--- src/rtl/field_sweep.sv ---
// field_sweep: one damping pass over a BRAM-resident vector field.
// Reads every cell in row-major order and writes back v - (v >>> DECAY_SHIFT)
// per channel. Border cells can optionally be forced to zero. The path is
// read -> compute -> write, one cell per cycle, and can be paused with hold.
module field_sweep #(
    parameter int unsigned FIELD_WIDTH  = 80,
    parameter int unsigned FIELD_HEIGHT = 60,
    parameter int unsigned CHANNELS     = 3,
    parameter int unsigned CHAN_W       = 32,
    parameter int unsigned DECAY_SHIFT  = 4,
    parameter int unsigned BORDER_MODE  = 1,
    localparam int unsigned DATAW      = CHANNELS * CHAN_W,
    localparam int unsigned FIELD_SIZE = FIELD_WIDTH * FIELD_HEIGHT,
    localparam int unsigned ADDRW      = $clog2(FIELD_SIZE)
) (
    input  logic             clk,
    input  logic             rst,
    input  logic             start,
    input  logic             hold,
    output logic [ADDRW-1:0] rd_addr,
    input  logic [DATAW-1:0] rd_data,
    output logic             wr_en,
    output logic [ADDRW-1:0] wr_addr,
    output logic [DATAW-1:0] wr_data,
    output logic             busy,
    output logic             done,
    output logic [15:0]      sweep_count
);

    localparam int unsigned XWidth = $clog2(FIELD_WIDTH);
    localparam int unsigned YWidth = $clog2(FIELD_HEIGHT);
    localparam logic [XWidth-1:0] XLast = XWidth'(FIELD_WIDTH - 1);
    localparam logic [YWidth-1:0] YLast = YWidth'(FIELD_HEIGHT - 1);

    typedef enum logic [1:0] {StIdle, StSweep, StDrain} state_e;

    state_e            state_q;
    logic [XWidth-1:0] x_q;
    logic [YWidth-1:0] y_q;
    logic [ADDRW-1:0]  addr_q;
    logic              s1_valid_q;
    logic [ADDRW-1:0]  s1_addr_q;
    logic              s1_border_q;
    logic              wr_en_q;
    logic [ADDRW-1:0]  wr_addr_q;
    logic [DATAW-1:0]  wr_data_q;
    logic              busy_q;
    logic              done_q;
    logic [15:0]       sweep_cnt_q;

    logic              on_border;
    logic              last_cell;
    logic [DATAW-1:0]  damped;

    assign on_border = (x_q == '0) || (x_q == XLast) || (y_q == '0) || (y_q == YLast);
    assign last_cell = (x_q == XLast) && (y_q == YLast);

    // Per-channel damping of the word returned by the BRAM this cycle.
    always_comb begin
        damped = '0;
        for (int i = 0; i < int'(CHANNELS); i++) begin
            damped[i*CHAN_W +: CHAN_W] = rd_data[i*CHAN_W +: CHAN_W]
                - CHAN_W'($signed(rd_data[i*CHAN_W +: CHAN_W]) >>> DECAY_SHIFT);
        end
    end

    // Sweep FSM: scan counters, read issue, stage-1 tracking and completion.
    always_ff @(posedge clk) begin
        if (rst) begin
            state_q     <= StIdle;
            x_q         <= '0;
            y_q         <= '0;
            addr_q      <= '0;
            s1_valid_q  <= 1'b0;
            s1_addr_q   <= '0;
            s1_border_q <= 1'b0;
            busy_q      <= 1'b0;
            done_q      <= 1'b0;
            sweep_cnt_q <= '0;
        end else begin
            done_q     <= 1'b0;
            s1_valid_q <= 1'b0;
            unique case (state_q)
                StIdle: begin
                    if (start) begin
                        state_q <= StSweep;
                        busy_q  <= 1'b1;
                        x_q     <= '0;
                        y_q     <= '0;
                        addr_q  <= '0;
                    end
                end
                StSweep: begin
                    // A held cycle issues nothing and freezes the scan position.
                    if (!hold) begin
                        s1_valid_q  <= 1'b1;
                        s1_addr_q   <= addr_q;
                        s1_border_q <= on_border;
                        if (last_cell) begin
                            x_q     <= '0;
                            y_q     <= '0;
                            addr_q  <= '0;
                            state_q <= StDrain;
                        end else begin
                            addr_q <= addr_q + ADDRW'(1);
                            if (x_q == XLast) begin
                                x_q <= '0;
                                y_q <= y_q + YWidth'(1);
                            end else begin
                                x_q <= x_q + XWidth'(1);
                            end
                        end
                    end
                end
                StDrain: begin
                    // Stage 1 empty means the final write is on the bus this cycle.
                    if (!s1_valid_q) begin
                        state_q     <= StIdle;
                        busy_q      <= 1'b0;
                        done_q      <= 1'b1;
                        sweep_cnt_q <= sweep_cnt_q + 16'd1;
                    end
                end
                default: state_q <= StIdle;
            endcase
        end
    end

    // Write stage: register the damped (or zeroed border) word with its address.
    always_ff @(posedge clk) begin
        if (rst) begin
            wr_en_q   <= 1'b0;
            wr_addr_q <= '0;
            wr_data_q <= '0;
        end else begin
            wr_en_q <= s1_valid_q;
            if (s1_valid_q) begin
                wr_addr_q <= s1_addr_q;
                wr_data_q <= ((BORDER_MODE != 0) && s1_border_q) ? '0 : damped;
            end
        end
    end

    assign rd_addr     = addr_q;
    assign wr_en       = wr_en_q;
    assign wr_addr     = wr_addr_q;
    assign wr_data     = wr_data_q;
    assign busy        = busy_q;
    assign done        = done_q;
    assign sweep_count = sweep_cnt_q;

endmodule

--- config.mk ---
export PLATFORM = sky130hd
export DESIGN_NAME = field_sweep
export DESIGN_NICKNAME = d
export VERILOG_FILES = /design/src/rtl/field_sweep.sv
export SDC_FILE = /design/constraint.sdc
export NUM_CORES = 1
export LEC_CHECK = 0
export ABC_AREA = 1
export BUFFER_PORTS_ARGS = -buffer_cell sky130_fd_sc_hd__buf_4
export CAP_MARGIN = 20
export CORE_MARGIN = 1.5
export CORE_UTILIZATION = 52
export DETAILED_ROUTE_END_ITERATION = 16
export GPL_TIMING_DRIVEN = 0
export PLACE_DENSITY = 0.75
export SYNTH_ARGS = -nofsm -noshare
export SYNTH_HDL_FRONTEND = slang
export SYNTH_SLANG_ARGS = --single-unit
--- constraint.sdc ---
create_clock -name clk -period 5.8 [get_ports clk]
set_input_delay 1.16 -clock clk [delete_from_list [all_inputs] [get_ports clk]]
set_output_delay 1.16 -clock clk [all_outputs]
set_load 0.02 [all_outputs]
### Yosys cells after proc, flatten, opt, wreduce, memory -nomap -nowiden

Index checks and enable logic that the tools add are counted.

* register bits: 171
* input bits: 100
* output and inout bits: 141
* word-level logic and storage cells: 75

* add/subtract/negate cells: 7
* eq/ne operators: 9
* mux-type cells: 25
* bitwise gates (word level): 4
* reductions and logical operators: 17

Operators with widths (count)
* 96-bit 2-to-1 mux: 1
* 32-bit subtractor: 3
* 13-bit 2-to-1 mux: 3
* 7-bit 2-to-1 mux: 4
* 13-bit one-hot mux with 2 select lines: 1
* 6-bit 2-to-1 mux: 4
* 16-bit by 1-bit adder with 16-bit output (second input constant): 1
* 7-bit one-hot mux with 2 select lines: 1
* 13-bit by 1-bit adder with 13-bit output (second input constant): 1
* 6-bit one-hot mux with 2 select lines: 1
* 2-bit 2-to-1 mux: 4
* 2-bit != test (second input constant): 4
* 4-bit AND reduction: 2
* 7-bit by 1-bit adder with 7-bit output (second input constant): 1
* 7-bit == test (second input constant): 1
* 7-bit zero test: 1
* 6-bit by 1-bit adder with 6-bit output (second input constant): 1
* 6-bit == test (second input constant): 1
* 6-bit zero test: 1
* 2-bit one-hot mux with 3 select lines: 1
* 3-bit AND reduction: 2
* 1-bit 2-to-1 mux: 4
* 1-bit inverter: 4
* 2-bit AND reduction: 2
* 9 further kinds: 13

### Depth between registers and ports, before layout

* depth in word-level cells: 5
* depth in mapped cells: 15
* gate-level depth less buffers: 14

### Least setup slack after synthesis

OpenSTA, ideal clock, no wires.

* path kind: input-to-reg
* from: in rd_data[32]
* to: reg wr_data_q[48] (netlist: wr_data[48])
* setup time: 0.132 ns
* data arrival time: 2.529 ns
* data required time: 5.668 ns
* slack: 3.139 ns
* cell stages on the path: 13
* buffers on the path: 0
* path through: inv_1 ha_1 fa_1 inv_1 nand3_1 nand3_1 nand2_1 nand2_1 inv_1 o21ai_0 nand2_1 nand3_1 a21oi_1

* cells in the longest elaborated chain, start to end: 2

Ends and longest elaborated chain
* from (decl): line 21 `input logic [DATAW-1:0] rd_data,`
* 32-bit subtractor: line 63 `- CHAN_W'($signed(rd_data[i*CHAN_W +: CHAN_W]) >>> DECAY_SHIFT);`
* 96-bit 2-to-1 mux: line 139 `wr_data_q <= ((BORDER_MODE != 0) && s1_border_q) ? '0 : damped;`
* to (signal assigned): line 139
* to (decl): line 46 `logic [DATAW-1:0] wr_data_q;`

No other way between the ends.
A chain may end at the register's enable or synchronous reset.

### Worst setup path in the final report

* from: in rd_data[75]
* to: reg wr_data_q[95] (netlist: wr_data[95])

Same word-level chain as after synthesis.

==> flow_metrics.tcl <==
set metrics [dict create \
    status "complete, no violations" \
    maxCapViolations 0 \
    crit_path_end_kind "flop" \
    drc 0 \
    vias 15200 \
    yosys_warnings 0 \
    holdWs_ns 0.468 \
    required_ns 6.09 \
    cts_tree "done" \
    ctsHoldBuffers 0 \
    grt_pass1_vias 13600 \
    dieArea_um2 27300 \
    skew_ns 0.0210 \
    via_per_inst 5.14 \
    post_dp_cell_area_um2 15900 \
    htree_levels 4 \
    rsz0062_at_grt "false" \
    rows 59 \
    synth_edf_count 0 \
    ir_worst_vdd_v 0.000189 \
    setup-tns-final_ns 0 \
    post-cts-setup-buffer-count 0 \
    crit_type "in2reg" \
    dp.cells 2928 \
    worst_pin_slew_ns 1.03 \
    stdcell_count 2962 \
    hold_viol 0 \
    grt_usage 0.312 \
    drt-initial-drc-count 1122 \
    cp_max_fo 5 \
    synth-seq-cells 171 \
    cp-start-kind "input pin" \
    port_buffers 239 \
    slew_headroom 0.311 \
    timing.fmax_ghz 0.356 \
    arrival_ns 3.10 \
    ys.flop_type "dfxtp_1" \
    synth_cell_types 48 \
    clk_pin_slew_worst_paths_ns 0.07 \
    drv_slew 0 \
    fin_util 0.638 \
    setup_viol_count_final 0 \
    grt_pass1_wl_um 67000 \
    min_period_ns 2.81 \
    p_leak_nw 9.09 \
    cts_sinks 171 \
    ios 241 \
    cts_made_buffers 17 \
    syn-cell-area_um2 13700 \
    routed_wl_um 43000 \
    ys_async_sr_fraction 0 \
    finalCritPeriodShare 0.484 \
    drive_above_1_share 0.126 \
    clock_latency_ns 0.45 \
    grt_start_max_net_pins 22 \
    cts-resized-gates 0 \
    p_per_area_nw_per_um2 208 \
    dp_hpwl_um 35300 \
    synth.net_count 2556 \
    root_buffer "clkbuf_16" \
    start_util 0.528 \
    syn_to_final_growth_pct 20.9 \
    stdcell_area_um2 16500 \
    die_x_um 165 \
    synth.avg_cell_area_um2 5.81 \
    ant_nets 0 \
    overflow 0 \
    final_cell_mix "814 x nand2_1, 466 x inv_1, 239 x buf_4" \
    worstHoldPathType "reg2reg" \
    cts_buffer_depth 2 \
    final_common_cell "nand2_1" \
    core-area_um2 25900 \
    synthCells 2354 \
    final_net_count 2814 \
    antenna_found_initial 1 \
    synth-seq-area-share 0.250 \
    n_fill_cell 2581 \
    die_h_um 165 \
    avgRoutedWirePerCell_um 14.5 \
    globalplace.congestion 0.965 \
    first_pass_iters 6 \
]
==> synthesized netlist by cell type (2+ instances only) <==
cell type	instances	area share
nor2_1	174	0.048
nand3b_1	17	0.0093
buf_2	8	0.0029
clkbuf_1	34	0.0093
inv_1	466	0.13
or2_2	18	0.0082
a211oi_2	2	0.0018
nor3_1	18	0.0066
a21oi_1	204	0.075
dfxtp_1	171	0.25
o21ai_1	7	0.0026
xor2_1	6	0.0038
fa_1	3	0.0044
nand2_1	814	0.22
and2_1	8	0.0037
inv_2	3	0.00082
buf_1	2	0.00055
nor2_8	2	0.0029
nor4_2	2	0.0018
nand3_1	165	0.060
nand2_2	2	0.00092
a211oi_1	8	0.0044
a2bb2oi_1	6	0.0038
o211ai_1	6	0.0033
ha_1	99	0.091
nand4_1	12	0.0055
o21ai_0	51	0.019
a21o_1	3	0.0016
o21bai_1	9	0.0049
nor2_2	4	0.0018
nand2_4	3	0.0025
nor2_4	2	0.0016
a221oi_1	2	0.0013
nor4_1	3	0.0014
nor3_2	7	0.0051
==> power by group <==
part / switching, mW / internal, mW
Combinational: 0.651 / 0.359
Sequential: 0.0264 / 1.21
Clock: 0.595 / 0.597
Total: 1.27 / 2.17
==> routing by layer <==
metal / GRT usage / vias to the layer above / part of all wire
met4: 0.120 / 0 / 0.031
met5: 0 / - / 0
met2: 0.505 / 497 / 0.44
li1: - / 7847 / -
met1: 0.420 / 6799 / 0.46
met3: 0.0417 / 74 / 0.066
==> stage by stage <==
stage	setup WS, ns	total power [mW]
after floorplan	3.14	1.94
after global placement	2.61	2.24
after detailed placement	2.59	2.26
after CTS	3.04	3.45
after global routing	2.90	3.63
final	2.99	3.44
==> cell families (layout without fill, tap and decap cells) <==
logic type	count (synthesis)	after routing	synth area share
AOI/OAI and AO/OA	303	303	0.120
other	0	2	0
xor gates and xnor gates	7	7	0.00448
adders and majority gates	102	102	0.0950
buffers and inverters	517	788	0.144
DFF	171	171	0.250
and+or+nand+nor	1254	1254	0.385
==> cell type report <==
type                    count  area, µm²  share of cell area
plain buffers              46        201              0.0122
multi-input cells        1666       8270               0.501
well taps                 335        419              0.0254
repair buffers            239       1790               0.109
diodes                      2       5.00            0.000303
inverters                 471       1770               0.107
clock buffers              17        425              0.0257
flip-flops and latches    171       3420               0.207
clock inverters            15        216              0.0131
==> registers in the layout (all words and copies together), names as in the netlist <==
| signal | flops |
|---|---|
| wr_data | 96 |
| s1_border_q | 1 |
| y_q | 6 |
| rd_addr | 13 |
| busy | 1 |
| wr_addr | 13 |
| x_q | 7 |
| s1_addr_q | 13 |
| done | 1 |
| wr_en | 1 |
| sweep_count | 16 |
| state_q | 2 |
| s1_valid_q | 1 |
==> critical path: stages <==
cell,delay [ns]
buf_4,0.11
inv_1,0.04
ha_1,0.36
nand2_1,0.15
nor2_1,0.35
nand3_1,0.13
nand3_1,0.21
nand2_1,0.18
nand2_1,0.12
nand2_1,0.06
nand3_1,0.14
a21oi_1,0.08
==> final timing paths <==
path,startpoint,end,slack [ns],depth (start not counted)
setup / recovery,rd_data[75],wr_data[95],2.99,12
hold / removal,wr_data[81],wr_data[81],0.47,2
setup reg to reg,s1_valid_q,wr_data[68],3.71,5
hold reg to reg,wr_data[81],wr_data[81],0.47,2
(Power assumes the default switching activity.)
